File: config.mk
export PLATFORM = sky130hd
export DESIGN_NAME = mem_req_arbiter
export DESIGN_NICKNAME = d
export VERILOG_FILES = /design/src/rtl/mem_arb_pkg.sv /design/src/rtl/rr_priority_picker.sv /design/src/rtl/mem_req_arbiter.sv
export SDC_FILE = /design/constraint.sdc
export NUM_CORES = 1
export LEC_CHECK = 0
export BUFFER_PORTS_ARGS = -buffer_cell sky130_fd_sc_hd__clkbuf_2
export CAP_MARGIN = 40
export CORE_AREA = 5 5 154 156
export DETAILED_ROUTE_END_ITERATION = 6
export DIE_AREA = 0 0 159 161
export PLACE_DENSITY_LB_ADDON = 0.15
export RECOVER_POWER = 50
export SYNTH_ARGS = -nofsm -noshare
export SYNTH_HDL_FRONTEND = slang
export SYNTH_SLANG_ARGS = --single-unit
export TNS_END_PERCENT = 1
File: constraint.sdc
create_clock -name clk -period 2.15 [get_ports clk]
set_input_delay 0.1075 -clock clk [delete_from_list [all_inputs] [get_ports clk]]
set_output_delay 0.1075 -clock clk [all_outputs]
set_load 0.02 [all_outputs]
File: src/rtl/mem_arb_pkg.sv
// mem_arb_pkg: shared state encoding and memory_controller rw-port request codes for mem_req_arbiter.
package mem_arb_pkg;

    typedef enum logic [1:0] {
        IDLE = 2'd0,
        BUSY = 2'd1,
        DONE = 2'd2
    } arb_state_t;

    localparam logic [1:0] MEM_RW_IDLE  = 2'b00;
    localparam logic [1:0] MEM_RW_WRITE = 2'b10;
    localparam logic [1:0] MEM_RW_READ  = 2'b11;

    function automatic logic [1:0] rw_encode(input logic wr);
        return wr ? MEM_RW_WRITE : MEM_RW_READ;
    endfunction

endpackage

File: src/rtl/rr_priority_picker.sv
// rr_priority_picker: combinational round-robin search over the request vector,
// starting at rr_ptr and wrapping modulo NUM_REQ.
module rr_priority_picker #(
    parameter int NUM_REQ = 4,
    parameter int IDX_W   = $clog2(NUM_REQ)
) (
    input  logic [NUM_REQ-1:0] req,
    input  logic [IDX_W-1:0]   rr_ptr,
    output logic [IDX_W-1:0]   grant,
    output logic               any_req
);

    function automatic logic [IDX_W-1:0] wrap_idx(input logic [IDX_W-1:0] base, input int offset);
        int sum;
        sum = int'(base) + offset;
        if (sum >= NUM_REQ) begin
            sum = sum - NUM_REQ;
        end
        return sum[IDX_W-1:0];
    endfunction

    // Scan from the farthest offset back to rr_ptr so the closest requester overwrites the rest.
    always_comb begin
        grant   = '0;
        any_req = 1'b0;
        for (int i = NUM_REQ - 1; i >= 0; i--) begin
            if (req[wrap_idx(rr_ptr, i)]) begin
                grant   = wrap_idx(rr_ptr, i);
                any_req = 1'b1;
            end
        end
    end

endmodule

File: src/rtl/mem_req_arbiter.sv
// mem_req_arbiter: round-robin front end sharing memory_controller's rw port across NUM_REQ masters.
// Define MEM_ARB_TIMEOUT_EN to abort BUSY transactions after TIMEOUT_CYC cycles with req_err.
module mem_req_arbiter
    import mem_arb_pkg::*;
#(
    parameter int NUM_REQ     = 4,
    parameter int ADDR_W      = 32,
    parameter int DATA_W      = 32,
    parameter int TIMEOUT_CYC = 255
) (
    input  logic                      clk,
    input  logic                      rst,
    input  logic [NUM_REQ-1:0]        req_valid,
    input  logic [NUM_REQ-1:0]        req_wr,
    input  logic [NUM_REQ*ADDR_W-1:0] req_addr,
    input  logic [NUM_REQ*DATA_W-1:0] req_wdata,
    output logic [NUM_REQ-1:0]        req_done,
    output logic [NUM_REQ-1:0]        req_err,
    output logic [DATA_W-1:0]         req_rdata,
    output logic [1:0]                mem_rw,
    output logic [ADDR_W-1:0]         mem_addr,
    output logic [DATA_W-1:0]         mem_wdata,
    input  logic [DATA_W-1:0]         mem_rdata,
    input  logic                      mem_vld
);

    localparam int IDX_W = $clog2(NUM_REQ);

    arb_state_t       state;
    arb_state_t       next_state;
    logic [IDX_W-1:0] rr_ptr;
    logic [IDX_W-1:0] grant_q;
    logic [IDX_W-1:0] pick_idx;
    logic             pick_any;
    logic             timeout_hit;
    logic             start_txn;
    logic             finish_txn;

    rr_priority_picker #(
        .NUM_REQ (NUM_REQ),
        .IDX_W   (IDX_W)
    ) u_picker (
        .req     (req_valid),
        .rr_ptr  (rr_ptr),
        .grant   (pick_idx),
        .any_req (pick_any)
    );

    always_ff @(posedge clk) begin
        if (rst) begin
            state <= IDLE;
        end else begin
            state <= next_state;
        end
    end

    // DONE never arbitrates, giving the finishing master a cycle to drop req_valid.
    always_comb begin
        next_state = state;
        start_txn  = 1'b0;
        finish_txn = 1'b0;
        unique case (state)
            IDLE: begin
                if (pick_any) begin
                    start_txn  = 1'b1;
                    next_state = BUSY;
                end
            end
            BUSY: begin
                if (mem_vld || timeout_hit) begin
                    finish_txn = 1'b1;
                    next_state = DONE;
                end
            end
            DONE: begin
                next_state = IDLE;
            end
            default: begin
                next_state = IDLE;
            end
        endcase
    end

    always_ff @(posedge clk) begin
        if (rst) begin
            rr_ptr    <= '0;
            grant_q   <= '0;
            mem_rw    <= MEM_RW_IDLE;
            mem_addr  <= '0;
            mem_wdata <= '0;
            req_done  <= '0;
            req_rdata <= '0;
        end else begin
            req_done <= '0;
            if (start_txn) begin
                grant_q   <= pick_idx;
                mem_rw    <= rw_encode(req_wr[pick_idx]);
                mem_addr  <= req_addr[pick_idx*ADDR_W +: ADDR_W];
                mem_wdata <= req_wdata[pick_idx*DATA_W +: DATA_W];
            end
            if (finish_txn) begin
                mem_rw            <= MEM_RW_IDLE;
                req_done[grant_q] <= 1'b1;
                req_rdata         <= mem_vld ? mem_rdata : '0;
                rr_ptr            <= (grant_q == IDX_W'(NUM_REQ - 1)) ? '0 : grant_q + IDX_W'(1);
            end
        end
    end

`ifdef MEM_ARB_TIMEOUT_EN
    localparam int CNT_W = $clog2(TIMEOUT_CYC + 1);

    logic [CNT_W-1:0]   busy_cnt;
    logic [NUM_REQ-1:0] err_q;

    // busy_cnt holds the number of BUSY cycles already completed; a same-edge mem_vld wins.
    assign timeout_hit = (state == BUSY) && !mem_vld && (busy_cnt == CNT_W'(TIMEOUT_CYC - 1));

    always_ff @(posedge clk) begin
        if (rst) begin
            busy_cnt <= '0;
            err_q    <= '0;
        end else begin
            err_q <= '0;
            if (start_txn) begin
                busy_cnt <= '0;
            end else if (state == BUSY) begin
                busy_cnt <= busy_cnt + CNT_W'(1);
            end
            if (timeout_hit) begin
                err_q[grant_q] <= 1'b1;
            end
        end
    end

    assign req_err = err_q;
`else
    logic [31:0] unused_timeout_cyc;

    assign unused_timeout_cyc = 32'(TIMEOUT_CYC);
    assign timeout_hit        = 1'b0;
    assign req_err            = '0;
`endif

endmodule

==> run_results.csv, run 1 <==
group,metric,value,unit
status,status,"completed",
yosys,synth_area_leader_cell,"dfxtp_1",
setup_path,path_cells,"nand2b_1 -> a21oi_1 -> nor2_4 -> buf_12 -> mux2i_1 -> o221ai_1",
route,ant_nets,0,
timing,rsz0062_at_grt,"no",
route,dr_wl_met3,1560,µm
global_routing,grt_pass1_vias,5602,
cells_and_area,diodes,0,
timing,min_period,1.93,ns
clock_tree,path_clk_slew,0.08,ns
setup_path,worstReg2RegEnd,"mem_wdata[14]",
power_and_ir_drop,p_per_area,713,nW/µm²
yosys,ys_top_cells_by_area,"dfxtp_1 42%, mux2i_1 25%, o221ai_1 11%",
setup_path,worst-path-stages,6,
setup_path,cp-end-kind,"flop",
placed_design,dpl.hpwl,16700,µm
setup_path,path_buf_inv,1,
power_and_ir_drop,ir_drop,0.000302,V
clock_tree,clk_path_buf_depth,2,
global_routing,globalRouteTotalUtil,16.0,%
setup_path,crit_slowest_cell,"dfxtp_1",
yosys,ys_seq_area_share,42.0,%
yosys,synth_top_cell_area_share,42.0,%
yosys,postSynthCellCount,493,
route,top_layer_used,"met4",
setup_path,critPathLaunchType,"flop",
yosys,synth_cell_types,33,
floorplanning,die_w,159,µm
global_routing,grt_max_degree,65,
job,cap_violations,0,
placed_design,placement.io_buffers,400,
timing,setup_tns,0,ns
yosys,ys_seq_elements,108,
setup_path,r2r_cells,6,
timing,setup_viol,0,
setup_path,critPathRequiredTime,2.37,ns
power_and_ir_drop,p_leak,3.56,nW
timing,fin_crit_sh,89.7,%
yosys,yosys-top-cells-count,"129 x mux2i_1, 108 x dfxtp_1, 67 x nand2_1, 64 x o221ai_1, 34 x a22o_1",
yosys,synthArstFlopShare,0,%
timing,hold_viol_final,0,
timing,whs,0.0501,ns
cells_and_area,layout.nets,1211,
route,met2_length,10700,µm
cells_and_area,area_delta_synth_final,54.6,%
yosys,synth-warning-count,0,
placed_design,place.gp.congestion,0.839,
timing,timing.fmax,519,MHz
clock_tree,clock_latency,0.35,ns
route,wl_met1,8980,µm
floorplanning,core_area,22200,µm²
placed_design,placed_cell_area,7430,µm²
timing,fin_worst_skew,0.0130,ns
cells_and_area,design_area,7960,µm²
clock_tree,cts_buffers,9,
global_routing,grt_overflow_total,0,
route,via_per_inst,4.51,
route,wl,21800,µm
clock_tree,cts_tree,"done",
setup_path,endpoint,"mem_wdata[14]",
floorplanning,dieHeight,161,µm
floorplanning,start_util,23.1,%
yosys,syn_area,5140,µm²
yosys,synth_flop_cell,"dfxtp_1",
global_routing,antenna_found_initial,0,
setup_path,startpoint,"rr_ptr[0]",
setup_path,worst-setup-path-type,"flop to flop",
cells_and_area,drive_gt1_share,36.8,%
yosys,synth_edf_count,0,
cells_and_area,num-fill-cells,2348,
route,vias,5406,
min_path,hp-class,"input pin to flop",
route,wl_per_cell,18.2,µm
global_routing,grt_pass1_wl,32700,µm
route,drc,0,
yosys,synth.avg_cell_area,10.4,µm²
setup_path,cp_top_family,"simple AND/OR/NAND/NOR gates",
clock_tree,htreeDepth,3,
setup_path,reg2reg_from,"rr_ptr[0]",
setup_path,crit_fanout,54,
clock_tree,cts-root-buf,"clkbuf_16",
route,drtIter0Drc,232,
yosys,yosysMostFrequentCell,"mux2i_1",
floorplanning,die_area,25600,µm²
floorplanning,row_count,55,
setup_path,max_stage_delay,0.37,ns
route,dr.pass1.iters,4,
clock_tree,clock-sinks,108,
setup_path,r2r_slack,0.22,ns
timing,timing.final.max_slew_violations,0,
setup_path,critPathArrivalTime,2.15,ns
floorplanning,io_pins,405,
final cells by class:
cell class | count | area [µm²] | share of cell area (%)
clock inverter | 7 | 104 | 1.31
tap | 285 | 357 | 4.48
inverter | 4 | 15.0 | 0.189
timing repair buffer | 446 | 2360 | 29.7
clock buffer | 9 | 225 | 2.83
sequential | 108 | 2160 | 27.2
multi-input combinational | 339 | 2730 | 34.3
layer usage:
metal,track usage [%],vias to the layer above
met1,19.2,2455
li1,-,2695
met3,5.23,26
met5,0,-
met2,27.1,230
met4,5.04,0
per-stage QoR:
stage / cells / utilization (%) / total power (W) / setup WS, ns
3_3_place_gp: 1149 / 33.4 / 0.00385 / 0.273
4_1_cts: 1198 / 36.4 / 0.00583 / 0.217
6_report: 1198 / 35.8 / 0.00567 / 0.222
2_1_floorplan: 496 / - / 0.00320 / 0.550
3_5_place_dp: 1149 / 33.4 / 0.00385 / 0.222
5_1_grt: 1198 / 35.8 / 0.00597 / 0.0762
sequential cells by signal, indices dropped and copies added (netlist names):
register / count
rr_ptr: 2
req_done: 4
grant_q: 2
req_rdata: 32
mem_addr: 32
state: 2
mem_wdata: 32
mem_rw: 2
cell usage in the layout (no fill, tap or decap), drive strengths merged, types with 2 or more instances in the layout:
cell type      n
clkinvlp       2
nor3           2
bufinv         2
dlygate4sd3   33
mux2i        129
nand2b         3
o21ai          3
nor2b          2
a21oi          3
dfxtp        108
nand2         68
and2           5
inv            7
a2111oi        2
o221ai        64
clkbuf       410
a22o          34
ha             4
conb           4
nor2           7
buf           12
power breakdown:
group	internal [W]	leakage (nW)	switching, W
Sequential	0.00220	0.887	0.000108
Clock	0.00104	0.155	0.000842
Combinational	0.000639	2.52	0.000841
Total	0.00388	3.56	0.00179
cells by family (layout without fill, tap and decap cells):
group                    count (synthesis)  count (layout)  synth area share [%]
AO/OA/AOI/OAI                          111             111                  18.6
multiplexers                           130             130                  25.3
flip-flops                             108             108                  42.0
AND/OR/NAND/NOR                         90              90                  7.66
buffers and inverters                   49             466                  5.33
other                                    1               4                0.0729
adder cells (fa/ha/maj)                  4               4                 0.973
timing repair:
action	in CTS	in global routing
hold buffers	33	0
setup buffers	0	0
setup endpoints to repair	0	0
endpoints found under the hold margin	33	0
gates resized for setup	0	0
worst min path at each step:
stage	start	endpoint	slack, ns	depth (start not counted)
floorplan	mem_vld	state[0]	0.22	1
global placement	mem_rdata[5]	req_rdata[5]	0.32	2
finish	rst	grant_q[0]	0.05	2
CTS	req_wdata[9]	mem_wdata[9]	0.03	3
detailed placement	mem_rdata[3]	req_rdata[3]	0.32	2
global route	rst	grant_q[0]	0.05	2
Note: power is estimated with default switching activity, not from simulation.
==> run 2: changes to the inputs <==
--- a/config.mk
+++ b/config.mk
@@ -7,12 +7,14 @@
 export LEC_CHECK = 0
 export BUFFER_PORTS_ARGS = -buffer_cell sky130_fd_sc_hd__clkbuf_2
 export CAP_MARGIN = 40
-export CORE_AREA = 5 5 154 156
+export CELL_PAD_IN_SITES_DETAIL_PLACEMENT = 1
+export CELL_PAD_IN_SITES_GLOBAL_PLACEMENT = 2
+export CORE_AREA = 5 5 163 165
 export DETAILED_ROUTE_END_ITERATION = 6
-export DIE_AREA = 0 0 159 161
+export DIE_AREA = 0 0 168 170
 export PLACE_DENSITY_LB_ADDON = 0.15
 export RECOVER_POWER = 50
 export SYNTH_ARGS = -nofsm -noshare
 export SYNTH_HDL_FRONTEND = slang
 export SYNTH_SLANG_ARGS = --single-unit
-export TNS_END_PERCENT = 1
+export TNS_END_PERCENT = 100
==> run_results.csv, run 2 (synthesized netlist as in run 1, its figures left out) <==
group,metric,value,unit
status,status,"completed",
timing,setup_tns,0,ns
placed_design,placement.io_buffers,400,
clock_tree,cts-root-buf,"clkbuf_16",
clock_tree,post_cts_buffers,0,
global_routing,grt_pass1_wl,34800,µm
timing,timing.final.max_slew_violations,0,
clock_tree,clock-sinks,108,
setup_path,r2r_slack,0.20,ns
timing,fin_crit_sh,90.7,%
cells_and_area,layout.nets,1211,
cells_and_area,layout_commonest_cell,"clkbuf_2",
setup_path,critPathLaunchType,"flop",
floorplanning,die_w,168,µm
cells_and_area,diodes,0,
route,wl,23600,µm
setup_path,cp-end-kind,"flop",
timing,timing.fmax,513,MHz
global_routing,grt_pass1_vias,6206,
route,wl_per_cell,19.0,µm
global_routing,grt_max_degree,66,
global_routing,antenna_found_initial,0,
route,via_per_inst,4.47,
clock_tree,cts_tree,"done",
route,dr.pass1.iters,4,
cells_and_area,final_cell_mix,"299 x clkbuf_2, 129 x mux2i_1, 108 x dfxtp_1, 102 x clkbuf_1, 67 x nand2_1",
floorplanning,io_pins,405,
setup_path,reg2reg_from,"rr_ptr[0]",
route,ant_nets,0,
clock_tree,cts_buffers,9,
route,drc,0,
route,drtIter0Drc,142,
timing,min_period,1.95,ns
cells_and_area,drive_gt1_share,36.8,%
setup_path,r2r_cells,7,
power_and_ir_drop,p_per_area,689,nW/µm²
placed_design,placed_cell_area,7490,µm²
floorplanning,row_count,58,
placed_design,dpl.hpwl,18700,µm
placed_design,place.gp.congestion,0.872,
placed_design,pre_cts_ws,0.186,ns
power_and_ir_drop,ir_drop,0.000341,V
clock_tree,path_clk_slew,0.09,ns
floorplanning,die_area,28600,µm²
floorplanning,start_util,20.7,%
timing,hold_viol_final,0,
timing,layout_setup_ws,0.200,ns
global_routing,globalRouteTotalUtil,15.5,%
setup_path,worstReg2RegEnd,"mem_addr[19]",
timing,tightest_slew,0.533,ns
timing,whs,0.0576,ns
timing,setup_viol,0,
setup_path,critPathArrivalTime,2.19,ns
cells_and_area,area_delta_synth_final,55.3,%
cells_and_area,design_area,7990,µm²
power_and_ir_drop,p_leak,3.55,nW
cells_and_area,num-fill-cells,3018,
clock_tree,post_cts_resized,0,
global_routing,grt_overflow_total,0,
timing,slew_headroom,64.3,%
clock_tree,htreeDepth,3,
floorplanning,dieHeight,170,µm
setup_path,critPathRequiredTime,2.39,ns
cells_and_area,reg_top3,"mem_addr: 32 flops, mem_wdata: 32 flops, req_rdata: 32 flops",
job,cap_violations,0,
clock_tree,cts.hold.buffers_added,33,
setup_path,worst-setup-path-type,"flop to flop",
route,vias,5554,
timing,fin_worst_skew,0.0136,ns
cells_and_area,utilization,32.1,%
setup_path,crit_fanout,65,
clock_tree,clock_latency,0.35,ns
setup_path,endpoint,"mem_addr[19]",
timing,rsz0062_at_grt,"no",
setup_path,startpoint,"rr_ptr[0]",
min_path,hp-class,"input pin to flop",
floorplanning,core_area,24900,µm²
clock_tree,clk_path_buf_depth,2,
run 2: changes by cell type in the layout (fill, tap and decap cells not counted), moves of 2 or more:
cell	previous run	this run
bufinv_16	2	0
and2_1	5	3
clkinv_8	0	2
clkinv_4	0	2
and2_0	0	2
clkinvlp_4	2	0
run 2: area by class of cell:
| cell class | count | area [µm²] | share of cell area, % |
|---|---|---|---|
| clock buffers | 9 | 225 | 2.82 |
| clock inverters | 7 | 78.8 | 0.986 |
| inverters | 4 | 15.0 | 0.188 |
| multi-input cells | 339 | 2740 | 34.2 |
| flip-flops and latches | 108 | 2160 | 27.1 |
| well taps | 330 | 413 | 5.17 |
| repair buffers | 446 | 2360 | 29.6 |
run 2: metal layers:
metal	GRT usage (%)	vias up	part of all wire [%]
met5	0	-	0
met4	4.83	0	1.9
met3	4.90	22	8.4
met2	29.1	243	52
met1	16.5	2593	38
li1	-	2696	-
run 2: power by group:
group	internal [W]	switching (W)	total (W)
clock	0.000829	0.000870	0.00170
combinational	0.000639	0.000858	0.00150
sequential	0.00220	0.000108	0.00231
run 2: worst max-delay path, cell delays in order (launching register included):
cell and delay (ns):
dfxtp_1 0.36, nand2b_1 0.14, a21oi_1 0.13, nor2_4 0.19, buf_12 0.36, buf_4 0.23
mux2i_1 0.21, o221ai_1 0.13
run 2: through the flow:
stage	total power, W	std cells
floorplan	0.00320	496
global placement	0.00385	1194
detailed placement	0.00389	1194
CTS	0.00570	1243
global route	0.00583	1243
finish	0.00550	1243
run 2: worst min path at each step:
stage / from / endpoint / slack, ns / depth (start not counted)
2_1_floorplan: mem_vld / state[0] / 0.22 / 1
3_3_place_gp: mem_rdata[1] / req_rdata[1] / 0.32 / 2
3_5_place_dp: mem_rdata[22] / req_rdata[22] / 0.33 / 2
4_1_cts: req_wr[3] / mem_rw[0] / 0.03 / 3
5_1_grt: req_wr[1] / mem_rw[0] / 0.05 / 3
6_report: req_wr[1] / mem_rw[0] / 0.06 / 3
==> run 3: changes to the inputs <==
--- a/config.mk
+++ b/config.mk
@@ -12,7 +12,7 @@
 export CORE_AREA = 5 5 163 165
 export DETAILED_ROUTE_END_ITERATION = 6
 export DIE_AREA = 0 0 168 170
-export PLACE_DENSITY_LB_ADDON = 0.15
+export PLACE_DENSITY_LB_ADDON = 0.1
 export RECOVER_POWER = 50
 export SYNTH_ARGS = -nofsm -noshare
 export SYNTH_HDL_FRONTEND = slang
==> run_results.csv, run 3 (synthesized netlist as in run 1, its figures left out) <==
group,metric,value,unit
status,status,"completed",
min_path,hp-class,"input pin to flop",
floorplanning,core_area,24900,µm²
placed_design,place.gp.congestion,0.879,
cells_and_area,area_delta_synth_final,56.2,%
global_routing,globalRouteTotalUtil,16.0,%
clock_tree,cts_buffers,9,
setup_path,startpoint,"rr_ptr[1]",
floorplanning,die_w,168,µm
timing,timing.fmax,520,MHz
clock_tree,htreeDepth,3,
clock_tree,clk_path_buf_depth,2,
placed_design,placement.io_buffers,400,
global_routing,antenna_found_initial,0,
setup_path,endpoint,"mem_wdata[22]",
cells_and_area,reg_top3,"mem_addr: 32 flops, mem_wdata: 32 flops, req_rdata: 32 flops",
setup_path,crit_fanout,32,
min_path,holdPathStages,3,
clock_tree,cts-root-buf,"clkbuf_16",
setup_path,r2r_slack,0.23,ns
floorplanning,die_area,28600,µm²
clock_tree,clock-sinks,108,
setup_path,critPathArrivalTime,2.14,ns
cells_and_area,layout.nets,1212,
setup_path,cp_top_family,"compound AO/OA/AOI/OAI gates",
timing,hold_viol_final,0,
cells_and_area,final_cell_mix,"297 x clkbuf_2, 129 x mux2i_1, 108 x dfxtp_1, 104 x clkbuf_1, 67 x nand2_1",
timing,fin_worst_skew,0.0116,ns
job,cap_violations,0,
route,vias,5599,
route,ant_nets,0,
power_and_ir_drop,fin_total_pwr,0.00558,W
power_and_ir_drop,p_leak,3.56,nW
setup_path,path_buf_inv,2,
min_path,min-delay-start,"req_wdata[8]",
setup_path,crit_slowest_cell,"dfxtp_1",
timing,rsz0062_at_grt,"no",
timing,whs,0.0627,ns
setup_path,path_cells,"nand2_1 -> a311oi_2 -> nor2_4 -> buf_12 -> buf_12 -> mux2i_1 -> o221ai_1",
clock_tree,post_cts_buffers,0,
cells_and_area,drive_gt1_share,36.5,%
power_and_ir_drop,p_per_area,695,nW/µm²
route,via_per_inst,4.50,
power_and_ir_drop,ir_drop,0.000381,V
global_routing,grt_overflow_total,0,
setup_path,worst-path-stages,7,
setup_path,r2r_cells,7,
floorplanning,dieHeight,170,µm
cells_and_area,layout_commonest_cell,"clkbuf_2",
timing,fin_crit_sh,89.5,%
placed_design,dpl.hpwl,19500,µm
route,wl,24300,µm
timing,slew_headroom,63.0,%
setup_path,worst-setup-path-type,"flop to flop",
floorplanning,row_count,58,
setup_path,critical_path.most_common_cell,"buf_12",
floorplanning,io_pins,405,
setup_path,cp-end-kind,"flop",
route,wl_per_cell,19.5,µm
timing,tightest_slew,0.553,ns
global_routing,grt_pass1_wl,35800,µm
route,drtIter0Drc,147,
setup_path,worstReg2RegEnd,"mem_wdata[22]",
route,drc,0,
setup_path,critPathLaunchType,"flop",
global_routing,grt_max_degree,55,
cells_and_area,num-fill-cells,3021,
timing,setup_viol,0,
timing,timing.final.max_slew_violations,0,
setup_path,reg2reg_from,"rr_ptr[1]",
global_routing,grt_pass1_vias,6383,
floorplanning,start_util,20.7,%
clock_tree,path_clk_slew,0.09,ns
clock_tree,clock_latency,0.35,ns
timing,setup_tns,0,ns
route,dr.pass1.iters,4,
timing,min_period,1.92,ns
setup_path,max_stage_delay,0.41,ns
setup_path,critPathRequiredTime,2.37,ns
clock_tree,cts_tree,"done",
[run 3: changes by cell type in the layout (fill, tap and decap cells not counted), moves of 2 or more]
cell / change
clkbuf_1: +2
clkbuf_2: -2
buf_12: +2
inv_6: -2
and2_1: +2
and2_0: -2
[run 3: per-layer routing]
metal  up-vias  routed length (µm)  GRT usage (%)
met2       261               12600           29.8
met4         0                 566           5.65
met5         -                   0              0
li1       2696                   -              -
met1      2616                9430           17.7
met3        26                1690           4.11
[run 3: repair_timing]
action / CTS / global route
endpoints found under the setup margin: 0 / 4
hold buffers: 33 / 0
hold endpoints to repair: 33 / 0
resized for setup: 0 / 1
[run 3: how the worst min path moves through the flow]
| stage | endpoint | slack (ns) |
|---|---|---|
| after floorplan | state[0] | 0.22 |
| after global placement | req_rdata[19] | 0.32 |
| after detailed placement | req_rdata[16] | 0.33 |
| after CTS | mem_wdata[8] | 0.04 |
| after global routing | mem_wdata[17] | 0.06 |
| final | mem_wdata[8] | 0.06 |
[run 3: layout make-up]
type	count	area (µm²)	area share, %
clock inverters	7	88.8	1.11
multi-input cells	339	2740	34.0
diodes	1	2.50	0.0311
clock buffers	9	225	2.80
well taps	330	413	5.14
flip-flops and latches	108	2160	26.9
inverters	4	15.0	0.187
repair buffers	447	2390	29.8
[run 3: tightest hold or removal path, delay by kind of cell]
family,cells,cell delay [ns]
multiplexers,1,0.06
buffers and inverters,1,0.07
AO/OA/AOI/OAI,1,0.15
[run 3: power breakdown]
| part | internal [W] | switching [W] | total, W | leakage [nW] |
|---|---|---|---|---|
| clock network | 0.000840 | 0.000907 | 0.00175 | 0.152 |
| logic | 0.000649 | 0.000877 | 0.00153 | 2.52 |
| registers | 0.00220 | 0.000112 | 0.00231 | 0.887 |
[run 3: metrics by stage]
stage                     setup WS [ns]  utilization [%]  cell area, µm²  instances
after global placement            0.252             30.2            7520       1195
after floorplan                   0.550                -            5160        496
final                             0.227             32.3            8030       1245
after global routing             0.0690             32.3            8030       1244
after detailed placement          0.240             30.2            7520       1195
after CTS                         0.202             32.8            8160       1244
